==> src/rtl/vram_arbiter_if.sv <==
// vram_arbiter_if
//   Bundles the three sides of the VRAM arbiter: display fetch port,
//   host write port and the registered single-port RAM command.
//   slave  : arbiter view (drives disp_*, host_ready/ovf, fifo_level, ram_*)
//   master : environment view (drives requests, host writes, ram_rdata)
interface vram_arbiter_if #(
  parameter int ADDR_W     = 19,
  parameter int DATA_W     = 8,
  parameter int FIFO_DEPTH = 4
);
  localparam int LVL_W = $clog2(FIFO_DEPTH) + 1;

  // display fetch
  logic              disp_req;
  logic [ADDR_W-1:0] disp_addr;
  logic [DATA_W-1:0] disp_data;
  logic              disp_valid;
  // host write
  logic              host_wr;
  logic [ADDR_W-1:0] host_addr;
  logic [DATA_W-1:0] host_wdata;
  logic              host_ready;
  logic              host_ovf;
  logic [LVL_W-1:0]  fifo_level;
  // RAM command / read data
  logic              ram_en;
  logic              ram_we;
  logic [ADDR_W-1:0] ram_addr;
  logic [DATA_W-1:0] ram_wdata;
  logic [DATA_W-1:0] ram_rdata;

  modport slave (
    input  disp_req, disp_addr, host_wr, host_addr, host_wdata, ram_rdata,
    output disp_data, disp_valid, host_ready, host_ovf, fifo_level,
           ram_en, ram_we, ram_addr, ram_wdata
  );

  modport master (
    output disp_req, disp_addr, host_wr, host_addr, host_wdata, ram_rdata,
    input  disp_data, disp_valid, host_ready, host_ovf, fifo_level,
           ram_en, ram_we, ram_addr, ram_wdata
  );
endinterface

==> src/rtl/vram_arbiter.sv <==
// vram_arbiter
//   Shares one single-port VRAM between a display fetch stream and a
//   FIFO-buffered host write stream. Display always wins; queued writes
//   drain one per cycle whenever no fetch is requested.
//   Ports:
//     clock : single clock, all state on rising edge
//     reset : asynchronous, active-low
//     bus   : vram_arbiter_if.slave (display, host and RAM command signals)
//   Fetch latency: disp_req in cycle 0 -> RAM read in cycle 1 ->
//   ram_rdata in cycle 2 -> disp_data/disp_valid in cycle 3.
module vram_arbiter #(
  parameter int ADDR_W     = 19,
  parameter int DATA_W     = 8,
  parameter int FIFO_DEPTH = 4
) (
  input logic           clock,
  input logic           reset,
  vram_arbiter_if.slave bus
);
  localparam int PTR_W  = (FIFO_DEPTH > 1) ? $clog2(FIFO_DEPTH) : 1;
  localparam int LVL_W  = $clog2(FIFO_DEPTH) + 1;
  localparam int STAGES = 1;

  // Encoding chosen so ram_en/ram_we are the state flops themselves.
  localparam logic [1:0] IDLE = 2'b00;
  localparam logic [1:0] RD   = 2'b10;
  localparam logic [1:0] WR   = 2'b11;

  typedef struct packed {
    logic [ADDR_W-1:0] addr;
    logic [DATA_W-1:0] data;
  } wr_req_t;

  logic [1:0]        state, nxt;
  logic [ADDR_W-1:0] ram_addr_q;
  logic [DATA_W-1:0] ram_wdata_q;
  logic [DATA_W-1:0] disp_data_q;
  logic              disp_valid_q;
  logic [STAGES:0]   vld_pipe;

  wr_req_t           mem [FIFO_DEPTH];
  logic [PTR_W-1:0]  wr_ptr, rd_ptr;
  logic [LVL_W-1:0]  count;
  logic              host_ovf_q;
  logic              host_ready;
  logic              push, pop;
  wr_req_t           head;

  assign host_ready = (count < LVL_W'(FIFO_DEPTH));
  assign push       = bus.host_wr && host_ready;
  assign head       = mem[rd_ptr];

  // Fixed priority; emptiness uses the pre-edge count so a write pushed
  // on this edge cannot be popped until the next one.
  always_comb begin
    nxt = IDLE;
    if (bus.disp_req)    nxt = RD;
    else if (count != 0) nxt = WR;
  end

  assign pop = (nxt == WR);

  function automatic logic [PTR_W-1:0] ptr_inc(input logic [PTR_W-1:0] p);
    return (p == PTR_W'(FIFO_DEPTH - 1)) ? '0 : p + 1'b1;
  endfunction

  // ---------------- host write FIFO ----------------
  always_ff @(posedge clock) begin
    if (push) mem[wr_ptr] <= '{addr: bus.host_addr, data: bus.host_wdata};
  end

  always_ff @(posedge clock or negedge reset) begin
    if (!reset) begin
      wr_ptr     <= '0;
      rd_ptr     <= '0;
      count      <= '0;
      host_ovf_q <= 1'b0;
    end else begin
      if (push) wr_ptr <= ptr_inc(wr_ptr);
      if (pop)  rd_ptr <= ptr_inc(rd_ptr);
      case ({push, pop})
        2'b10:   count <= count + 1'b1;
        2'b01:   count <= count - 1'b1;
        default: count <= count;
      endcase
      if (bus.host_wr && !host_ready) host_ovf_q <= 1'b1;
    end
  end

  // ---------------- RAM command ----------------
  always_ff @(posedge clock or negedge reset) begin
    if (!reset) begin
      state       <= IDLE;
      ram_addr_q  <= '0;
      ram_wdata_q <= '0;
    end else begin
      state <= nxt;
      case (nxt)
        RD: ram_addr_q <= bus.disp_addr;
        WR: begin
          ram_addr_q  <= head.addr;
          ram_wdata_q <= head.data;
        end
        default: ;  // IDLE holds address/data
      endcase
    end
  end

  // ---------------- fetch return pipe ----------------
  // vld_pipe[0]: read command on RAM, vld_pipe[1]: ram_rdata valid.
  always_ff @(posedge clock or negedge reset) begin
    if (!reset) begin
      vld_pipe     <= '0;
      disp_valid_q <= 1'b0;
      disp_data_q  <= '0;
    end else begin
      vld_pipe     <= {vld_pipe[STAGES-1:0], bus.disp_req};
      disp_valid_q <= vld_pipe[STAGES];
      if (vld_pipe[STAGES]) disp_data_q <= bus.ram_rdata;
    end
  end

  assign bus.ram_en     = state[1];
  assign bus.ram_we     = state[0];
  assign bus.ram_addr   = ram_addr_q;
  assign bus.ram_wdata  = ram_wdata_q;
  assign bus.disp_data  = disp_data_q;
  assign bus.disp_valid = disp_valid_q;
  assign bus.host_ready = host_ready;
  assign bus.host_ovf   = host_ovf_q;
  assign bus.fifo_level = count;
endmodule

==> src/flat_wrapper.sv <==
// flat-port wrapper written by rule: the top's interface ports become plain ports
module vram_arbiter_flat 
#(
  parameter int ADDR_W     = 19,
  parameter int DATA_W     = 8,
  parameter int FIFO_DEPTH = 4
)
  (clock, reset, bus_disp_req, bus_disp_addr, bus_host_wr, bus_host_addr, bus_host_wdata, bus_ram_rdata, bus_disp_data, bus_disp_valid, bus_host_ready, bus_host_ovf, bus_fifo_level, bus_ram_en, bus_ram_we, bus_ram_addr, bus_ram_wdata);
  vram_arbiter_if #(.ADDR_W(ADDR_W), .DATA_W(DATA_W), .FIFO_DEPTH(FIFO_DEPTH)) bus_i ();
  input logic clock;
  input logic reset;
  input wire logic [$bits(bus_i.disp_req)-1:0] bus_disp_req;
  input wire logic [$bits(bus_i.disp_addr)-1:0] bus_disp_addr;
  input wire logic [$bits(bus_i.host_wr)-1:0] bus_host_wr;
  input wire logic [$bits(bus_i.host_addr)-1:0] bus_host_addr;
  input wire logic [$bits(bus_i.host_wdata)-1:0] bus_host_wdata;
  input wire logic [$bits(bus_i.ram_rdata)-1:0] bus_ram_rdata;
  output wire logic [$bits(bus_i.disp_data)-1:0] bus_disp_data;
  output wire logic [$bits(bus_i.disp_valid)-1:0] bus_disp_valid;
  output wire logic [$bits(bus_i.host_ready)-1:0] bus_host_ready;
  output wire logic [$bits(bus_i.host_ovf)-1:0] bus_host_ovf;
  output wire logic [$bits(bus_i.fifo_level)-1:0] bus_fifo_level;
  output wire logic [$bits(bus_i.ram_en)-1:0] bus_ram_en;
  output wire logic [$bits(bus_i.ram_we)-1:0] bus_ram_we;
  output wire logic [$bits(bus_i.ram_addr)-1:0] bus_ram_addr;
  output wire logic [$bits(bus_i.ram_wdata)-1:0] bus_ram_wdata;
  assign bus_i.disp_req = bus_disp_req;
  assign bus_i.disp_addr = bus_disp_addr;
  assign bus_i.host_wr = bus_host_wr;
  assign bus_i.host_addr = bus_host_addr;
  assign bus_i.host_wdata = bus_host_wdata;
  assign bus_i.ram_rdata = bus_ram_rdata;
  assign bus_disp_data = bus_i.disp_data;
  assign bus_disp_valid = bus_i.disp_valid;
  assign bus_host_ready = bus_i.host_ready;
  assign bus_host_ovf = bus_i.host_ovf;
  assign bus_fifo_level = bus_i.fifo_level;
  assign bus_ram_en = bus_i.ram_en;
  assign bus_ram_we = bus_i.ram_we;
  assign bus_ram_addr = bus_i.ram_addr;
  assign bus_ram_wdata = bus_i.ram_wdata;
  vram_arbiter #(.ADDR_W(ADDR_W), .DATA_W(DATA_W), .FIFO_DEPTH(FIFO_DEPTH)) u_core (.clock(clock), .reset(reset), .bus(bus_i));
endmodule
==> config.mk <==
export PLATFORM = sky130hd
export DESIGN_NAME = vram_arbiter_flat
export DESIGN_NICKNAME = d
export VERILOG_FILES = /design/src/rtl/vram_arbiter_if.sv /design/src/rtl/vram_arbiter.sv /design/src/flat_wrapper.sv
export SDC_FILE = /design/constraint.sdc
export NUM_CORES = 1
export LEC_CHECK = 0
export ABC_CLOCK_PERIOD_IN_PS = 5510
export BUFFER_PORTS_ARGS = -buffer_cell sky130_fd_sc_hd__buf_2
export CAP_MARGIN = 25
export CORE_MARGIN = 10
export CORE_UTILIZATION = 57
export DETAILED_ROUTE_END_ITERATION = 10
export PLACE_DENSITY = 0.88
export SYNTH_ARGS = -nofsm -noshare
export SYNTH_HDL_FRONTEND = slang
export SYNTH_SLANG_ARGS = --single-unit
==> constraint.sdc <==
create_clock -name clock -period 5.51 [get_ports clock]
set_input_delay 1.102 -clock clock [delete_from_list [all_inputs] [get_ports clock]]
set_output_delay 1.102 -clock clock [all_outputs]
set_load 0.03 [all_outputs]
==> metrics.md <==
| Metric | Value |
|---|---|
| Status | complete, no violations |
| CTS Sinks | 156 |
| I/O pin count | 101 |
| Die Wd | 122 um |
| Root Driver | clkbuf_8 |
| Largest net degree at the start of global routing | 33 |
| Area leader, netlist | edfxtp_1 |
| Pwr dens | 552 mW/mm2 |
| CP Launch Type | input pin |
| Fin Setup TNS | 0 ns |
| Total die area | 0.0149 mm2 |
| Fmax | 0.389 GHz |
| Yosys reg bits | 156 |
| # DRC | 0 |
| PostCTS Resize Cnt | 0 |
| Syn_nets | 375 |
| Slew Limit Fails | 0 |
| Maximum VDD drop | 332 uV |
| Post-synth EDFFs | 108 |
| Via count | 3198 |
| Post-CTS setup buffers | 0 |
| Critical Path AT | 3.02 ns |
| Top cells by area, synth | edfxtp_1, dfrtp_1, mux4_2, a22oi_1, inv_1 |
| DIE HEIGHT | 122 um |
| Worst endpoint required time | 5.95 ns |
| Total power | 0.00401 W |
| First-pass GRT wire length | 19300 um |
| Skew-Pair Late Insertion Delay | 0.53 ns |
| All-Layer GR Usage | 17.8% |
| Port-buffer cells | 100 |
| Fin crit share | 46.7% |
| Worst-case clock buffer depth | 2 |
| Synthesized area | 0.00593 mm2 |
| RSZ-0062 raised after global routing | false |
| Most frequent cells after synthesis | edfxtp_1, dfrtp_1, inv_1 |
| Row cnt | 37 |
| Top FF cell, synth | edfxtp_1 |
| Worst setup path class | input pin to flip-flop |
| Share of cells above drive strength 1 | 42.8% |
| Routed wire length | 12700 um |
| Synth cell types | 28 |
| Pre-CTS setup slack | 2.41 ns |
| Final setup margin | 2.94 ns |
| Hold WC Path Type | flip-flop to flip-flop |
| Final-stage net count | 487 |
| Leak Pwr | 2.88 nW |
| FFs w/ async S/R, synth | 30.8% |
| H-tree depth | 4 |
| Area Growth Syn to Fin | 22.4% |
| Tightest Pin Transition | 0.944 ns |
| Synth Warn # | 0 |
| Max Cap Violations | 0 |
| Vias per cell | 5.59 |
| Post-synth top area share | 54.7% |
| GRT Residual Overflow | 0 |
| Post-route ant nets | 0 |
| Fin. Hold Viols | 0 |
| Pre-Repair DR Iteration Count | 4 |
| Synthesized area per cell | 19.1 um2 |
| Global placer's final weighted congestion | 0.766 |
| Most frequent cell after synthesis | edfxtp_1 |
| TritonCTS clock tree | done |
| Vias in the first global route | 3400 |
| Filler Cells Inserted | 626 |
| Max FO, Critical Path | 22 |
| Period minus WS final | 2.57 ns |
| CTS Hold Bufs | 0 |
| Seq/Total Area, Yosys | 74.9% |
| Reg clk slew, reported paths | 0.06 ns |
| Setup Skew | 0.00695 ns |
| Cells after Synth | 310 |
| Max_slew headroom | 36.5% |
| TritonCTS Buffers | 17 |
| Core ar. | 0.0102 mm2 |
| Post-DP HPWL | 7820 um |
| Iter 0 DRT Violations | 239 |
| Initial antenna violation count | 2 |
| Avg WL per Cell | 22.3 um |
| Crit. End Element | flip-flop |
| Final setup fails | 0 |
| Initial Util | 58.0% |
| Reg2Reg Setup Slack | 3.31 ns |
cells in the final DEF, fill, tap and decap left out, types with 2 or more instances in the layout:
| cell | n |
|---|---|
| o21ai_0 | 12 |
| xnor2_1 | 2 |
| buf_12 | 2 |
| clkinv_2 | 5 |
| ha_1 | 6 |
| mux2_4 | 7 |
| o21ai_1 | 9 |
| nand2_1 | 2 |
| inv_1 | 28 |
| buf_4 | 6 |
| bufinv_16 | 6 |
| and2_1 | 4 |
| clkbuf_16 | 16 |
| buf_2 | 100 |
| nor2_1 | 3 |
| mux4_2 | 27 |
| mux2_2 | 9 |
| a22oi_1 | 19 |
| mux2_1 | 2 |
| edfxtp_1 | 108 |
| clkbuf_8 | 2 |
| dfrtp_1 | 47 |
cells by family (layout without fill, tap and decap cells):
family / Yosys count / after routing / synth area share [%]
adders and majority gates: 7 / 7 / 1.60
and+or+nand+nor: 13 / 13 / 1.14
DFF: 156 / 156 / 74.9
xor gates and xnor gates: 3 / 3 / 0.443
buffers and inverters: 44 / 169 / 3.33
AOI/OAI and AO/OA: 41 / 41 / 4.30
other: 0 / 1 / 0
muxes: 46 / 46 / 14.3
cell type report:
| cell class | count | area (um2) | area share [%] |
|---|---|---|---|
| Antenna cell | 1 | 2.50 | 0.0345 |
| Inverter | 29 | 109 | 1.50 |
| Tap cell | 136 | 170 | 2.34 |
| Sequential cell | 156 | 4450 | 61.2 |
| Timing Repair Buffer | 108 | 586 | 8.06 |
| Clock inverter | 13 | 221 | 3.05 |
| Clock buffer | 19 | 432 | 5.94 |
| Multi-Input combinational cell | 110 | 1300 | 17.9 |
final timing paths:
path                                       endpoint  depth (start not counted)                      from
min reg2reg                      u_core.vld_pipe[1]                          0        u_core.vld_pipe[0]
min                              u_core.vld_pipe[1]                          0        u_core.vld_pipe[0]
max reg2reg                u_core.bus.fifo_level[2]                          9  u_core.bus.fifo_level[2]
min in group asynchronous   u_core.bus.ram_addr[10]                          1                     reset
max                        u_core.bus.fifo_level[2]                          9              bus_disp_req
max in group asynchronous   u_core.bus.ram_addr[17]                          2                     reset
registers in the layout, indices dropped and copies added, names as in the netlist, 2 cells and up:
signal / flops
u_core.bus.disp_data: 8
u_core.bus.fifo_level: 3
u_core.bus.ram_addr: 19
u_core.bus.ram_wdata: 8
u_core.mem: 108
u_core.rd_ptr: 2
u_core.state: 2
u_core.vld_pipe: 2
u_core.wr_ptr: 2
where the power goes:
part	internal [W]	switching, W
clock network	0.000835	0.000436
registers	0.00150	0.000127
logic	0.000455	0.000655
total	0.00279	0.00122
worst max-delay path, stage by stage:
cell     delay [ns]
buf_2          0.24
or2_2          0.54
inv_1          0.11
ha_1           0.18
inv_1          0.06
fa_1           0.38
xor2_1         0.15
nor2_1         0.11
xnor2_1        0.13
routing by layer:
metal	vias up	share of wire [%]	GRT usage [%]
li1	1417	-	-
met1	1594	35	19.6
met4	2	2.7	6.63
met2	154	52	30.2
met5	-	0.055	0
met3	31	10	7.49
metrics by stage:
stage               cell area (um2)  utilization, %  hold slack [ns]  instances
finish                         7260            71.0            0.354        572
global route                   7260            71.0            0.358        572
CTS                            7240            70.8            0.353        570
detailed placement             6590            64.4            0.339        538
global placement               6570            64.2            0.332        537
floorplan                      5930               -            0.331        310
No activity file was read; power rests on OpenSTA's default activity.
